[config.mk]
export PLATFORM = sky130hd
export DESIGN_NAME = prio_arbiter
export DESIGN_NICKNAME = d
export VERILOG_FILES = /design/src/rtl/prio_arbiter.sv
export SDC_FILE = /design/constraint.sdc
export NUM_CORES = 1
export LEC_CHECK = 0
export ABC_AREA = 0
export CAP_MARGIN = 15
export CORE_ASPECT_RATIO = 0.8
export CORE_MARGIN = 5
export CORE_UTILIZATION = 56
export CTS_CLUSTER_DIAMETER = 60
export DETAILED_ROUTE_END_ITERATION = 16
export HOLD_SLACK_MARGIN = 0.15
export PLACE_DENSITY = 0.9
export REMOVE_ABC_BUFFERS = 1
export SYNTH_ARGS = -nofsm -noshare
export SYNTH_HDL_FRONTEND = slang
export SYNTH_SLANG_ARGS = --single-unit
[constraint.sdc]
create_clock -name clk -period 4.3 [get_ports clk]
set_input_delay 0.43 -clock clk [delete_from_list [all_inputs] [get_ports clk]]
set_output_delay 0.43 -clock clk [all_outputs]
set_load 0.005 [all_outputs]
[src/rtl/prio_arbiter.sv]
// Registered N-way priority arbiter (fixed or round-robin) with a valid/ready grant output.
// Optional grant locking is compiled in with `define PRIO_ARB_LOCK_EN.
module prio_arbiter #(
   parameter  int N   = 8,
   localparam int IDW = $clog2(N)
) (
   input  logic           clk,
   input  logic           rst_n,
   input  logic [N-1:0]   req,
   input  logic           mode,
`ifdef PRIO_ARB_LOCK_EN
   input  logic           lock,
`endif
   input  logic           gnt_ready,
   output logic           gnt_valid,
   output logic [IDW-1:0] gnt_idx,
   output logic [N-1:0]   gnt_onehot
);

`ifdef PRIO_ARB_LOCK_EN
   typedef enum logic [1:0] {IDLE, GRANT, LOCK} state_t;
`else
   typedef enum logic [1:0] {IDLE, GRANT} state_t;
`endif

   state_t         state, state_n;
   logic [IDW-1:0] ptr, ptr_n;
   logic [IDW-1:0] idx_n;
   logic [N-1:0]   onehot_n;
   logic [IDW-1:0] arb_ptr;
   logic           arb;

   function automatic logic [IDW-1:0] dec_wrap(input logic [IDW-1:0] k);
      dec_wrap = (k == '0) ? IDW'(N - 1) : k - IDW'(1);
   endfunction

   // Last hit wins, so the highest set index is returned.
   function automatic logic [IDW-1:0] fixed_pick(input logic [N-1:0] r);
      fixed_pick = '0;
      for (int i = 0; i < N; i++)
         if ((r & (N'(1) << i)) != '0) fixed_pick = IDW'(i);
   endfunction

   // Search p, p-1, ..., 0, N-1, ... using an explicit wrap so non-power-of-two N works.
   function automatic logic [IDW-1:0] rr_pick(input logic [N-1:0] r, input logic [IDW-1:0] p);
      logic found;
      int   k;
      rr_pick = '0;
      found   = 1'b0;
      for (int i = 0; i < N; i++) begin
         if (i <= int'(p)) k = int'(p) - i;
         else              k = int'(p) + N - i;
         if (!found && ((r & (N'(1) << k)) != '0)) begin
            rr_pick = IDW'(k);
            found   = 1'b1;
         end
      end
   endfunction

   always_comb begin
      state_n  = state;
      ptr_n    = ptr;
      idx_n    = gnt_idx;
      onehot_n = gnt_onehot;
      arb      = 1'b0;
      arb_ptr  = ptr;
      case (state)
         IDLE: arb = 1'b1;
         GRANT: begin
            if (gnt_ready) begin
`ifdef PRIO_ARB_LOCK_EN
               if (lock) begin
                  state_n = LOCK;
               end else
`endif
               begin
                  // Arbitrate against the pointer the accept is about to write.
                  ptr_n   = dec_wrap(gnt_idx);
                  arb_ptr = ptr_n;
                  arb     = 1'b1;
               end
            end
         end
`ifdef PRIO_ARB_LOCK_EN
         LOCK: begin
            if (!lock) begin
               ptr_n   = dec_wrap(gnt_idx);
               arb_ptr = ptr_n;
               arb     = 1'b1;
            end
         end
`endif
         default: state_n = IDLE;
      endcase

      if (arb) begin
         if (req != '0) begin
            state_n  = GRANT;
            idx_n    = mode ? rr_pick(req, arb_ptr) : fixed_pick(req);
            onehot_n = N'(1) << idx_n;
         end else begin
            state_n  = IDLE;
            idx_n    = '0;
            onehot_n = '0;
         end
      end
   end

   always_ff @(posedge clk or negedge rst_n) begin
      if (!rst_n) begin
         state      <= IDLE;
         ptr        <= IDW'(N - 1);
         gnt_idx    <= '0;
         gnt_onehot <= '0;
      end else begin
         state      <= state_n;
         ptr        <= ptr_n;
         gnt_idx    <= idx_n;
         gnt_onehot <= onehot_n;
      end
   end

   assign gnt_valid = (state == GRANT);

endmodule

==> results.sh <==
export IMPL_wirelength_mm=5.407
export IMPL_cts_tree="yes"
export IMPL_seq_area_sq_um=379.1
export IMPL_vias=1907
export IMPL_avgViaCountPerCell=6.576
export IMPL_clock_sinks=15
export IMPL_ys_warn_count=0
export IMPL_tightest_slew_ns=0.8783
export IMPL_dieArea_sq_um=4559
export IMPL_core_area_sq_um=3131
export IMPL_crit_path_top_delay_cell="dfrtp_1"
export IMPL_ys_ff_latch=15
export IMPL_routed_wl_met2_mm=2.466
export IMPL_num_antenna_cells=0
export IMPL_ant_nets=0
export IMPL_max_slew_margin_pct=41.33
export IMPL_wl_met3_um=566
export IMPL_final_util_pct=72.46
export IMPL_synthArstFlopShare_pct=100.0
export IMPL_clock_fmax_mhz=250.5
export IMPL_start_util_pct=59.07
export IMPL_reg2reg_slack_ns=0.31
export IMPL_critPathKind="flip-flop to flip-flop"
export IMPL_gp_congestion=1.007
export IMPL_yosysSeqAreaShare_pct=20.50
export IMPL_cts_root_buf="clkbuf_8"
export IMPL_worstPathMaxFanout=9
export IMPL_instances_no_fill=290
export IMPL_drive_gt1_share_pct=18.80
export IMPL_numPortBuffers=23
export IMPL_dr_pass1_iters=5
export IMPL_clk_latency_ns=0.25
export IMPL_layout_common_cells="clkdlybuf4s50_1 (22), nand2_1 (19), ha_1 (17), buf_4 (17), inv_1 (15)"
export IMPL_multi_input_area_sq_um=1373
export IMPL_synth_distinct_cells=66
export IMPL_mostFrequentLayoutCell="clkdlybuf4s50_1"
export IMPL_hold_depth=2
export IMPL_hp_class="flip-flop to flip-flop"
export IMPL_final_setup_skew_ns=0.003293
export IMPL_first_iter_violations=230
export IMPL_dp_cells=286
export IMPL_yosys_most_used_dff="dfrtp_1"
export IMPL_grt_setup_unrepaired="false"
export IMPL_worstSetupStartpointType="flip-flop"
export IMPL_synth_edf_count=0
export IMPL_cts_clk_slew_worst_paths_ns=0.06
export IMPL_wl_met1_mm=2.348
export IMPL_drv_cap=0
export IMPL_cp_end_kind="flip-flop"
export IMPL_finalSetupViolCount=0
export IMPL_clockBufferDepth=2
export IMPL_antenna_found_initial=0
export IMPL_nets=282
export IMPL_cp_cell_sequence="inv_1 -> ha_1 -> ha_1 -> nor2b_1 -> a21oi_1 -> inv_1 -> buf_4 -> ha_1 -> a22oi_1 -> a221oi_1 -> o21ba_2 -> o21ai_2 -> buf_4 -> or3b_1 -> a31oi_1 -> o21ai_1 -> o31ai_1"
export IMPL_netlist_instances=219
export IMPL_grt_overflow_total=0
export IMPL_worst_r2r_path_depth=17
export IMPL_fin_crit_ns=3.992
export IMPL_num_io_pins=24
export IMPL_die_width_um=74.25
export IMPL_worstPathRequired_ns=4.46
export IMPL_drc_errors=0
export IMPL_n_fill_cell=237
export IMPL_syn_avg_cell_area_sq_um=8.444
export IMPL_r2r_end="gnt_onehot[3]"
export IMPL_crit_arrival_ns=4.15
export IMPL_syn2layout_area_growth_pct=22.67
export IMPL_grt_max_degree=16
export IMPL_grtUsageTotal_pct=25.22
export IMPL_r2r_start="gnt_idx[0]"
export IMPL_hold_path_startpoint="gnt_onehot[2]"
export IMPL_wl_per_cell_um=18.64
export IMPL_cts_made_buffers=3
export IMPL_maxSlewViolCount=0
export IMPL_outcome="complete, no violations"
export IMPL_finalCritPeriodShare_pct=92.84
export IMPL_htree_levels=1
export IMPL_dr_max_layer_used="met4"
export IMPL_whs_ns=0.4851
export IMPL_die_h_um=61.40
export IMPL_num_rows=18
export IMPL_netlist_area_sq_um=1849
export IMPL_hold_violations=0
export IMPL_grt_pass1_vias=1756
export IMPL_critical_path_most_common_cell="ha_1"
export IMPL_grt_first_pass_wirelength_mm=8.687
export IMPL_slowest_delay_ns=0.42
export IMPL_dp_hpwl_mm=4.348
export IMPL_min_to="gnt_onehot[2]"
how the worst max path moves through the flow:
stage,start,endpoint,slack [ns],cells past startpoint
2_1_floorplan,gnt_idx[0],gnt_onehot[0],0.28,15
3_3_place_gp,gnt_ready,gnt_onehot[3],0.16,16
3_5_place_dp,gnt_ready,gnt_onehot[1],-0.09,16
4_1_cts,gnt_ready,gnt_onehot[1],0.18,16
5_1_grt,gnt_idx[0],gnt_onehot[3],0.03,17
6_report,gnt_idx[0],gnt_onehot[3],0.31,17
per-stage QoR:
stage,setup TNS (ns),cell area (sq um),setup slack (ns)
after floorplan,0,1793,0.2776
after global placement,0,2201,0.1638
after detailed placement,-0.1414,2201,-0.08628
after CTS,0,2247,0.1800
after global routing,0,2268,0.03425
final,0,2268,0.3080
critical path, delay by kind of cell, from the launching register on:
| family | cells | cell delay (ns) |
|---|---|---|
| adders and majority gates | 3 | 0.74 |
| DFF | 1 | 0.42 |
| and+or+nand+nor | 2 | 0.48 |
| buffers and inverters | 4 | 0.60 |
| AOI/OAI and AO/OA | 8 | 1.64 |
layout make-up:
type / count / area share, %
multi-input combinational: 175 / 60.51
sequential: 15 / 16.71
timing repair buffer: 40 / 15.89
inverter: 16 / 2.648
tap: 40 / 2.206
clock buffer: 3 / 1.820
clock inverter: 1 / 0.2206
cells in the mapped netlist (4+ instances only):
library cell	instances	area, sq um
mux2i_1	4	40.04
dfrtp_1	12	300.3
a21oi_1	6	30.03
buf_2	6	30.03
a31oi_1	4	25.02
nor4_1	4	25.02
a22o_1	5	43.79
a22oi_1	11	82.58
nor2_1	12	45.04
inv_1	15	56.30
ha_1	19	237.7
nand3_1	6	30.03
clkbuf_1	6	22.52
o31ai_1	9	67.56
nor3_1	4	20.02
o21ai_0	4	20.02
nand2_1	19	71.32
metal layers:
layer / track usage, % / up-vias
li1: - / 895
met1: 35.43 / 884
met2: 40.66 / 124
met3: 5.710 / 4
met4: 4.315 / 0
met5: 0 / -
state kept, by name, summed over array words and instances, names as in the netlist:
signal      flops
gnt_idx         3
gnt_onehot      8
ptr             3
state           1
logic make-up (layout without fill, tap and decap cells):
group / Yosys count / count (layout) / share of synthesized area (%)
compound gates: 79 / 79 / 34.85
xor+xnor: 4 / 4 / 2.301
fa+ha+maj: 19 / 19 / 12.86
buf+inv: 29 / 60 / 6.292
flops: 15 / 15 / 20.50
mux: 6 / 6 / 3.383
simple gates: 67 / 67 / 19.82
repair_timing:
item,CTS,global route
buffers inserted,0,0
hold buffers,0,0
endpoints found under the setup margin,0,10
gates resized for setup,0,5
Power is not shown: default switching activity piles up to over one toggle a cycle in this logic, so the estimate is an artifact.
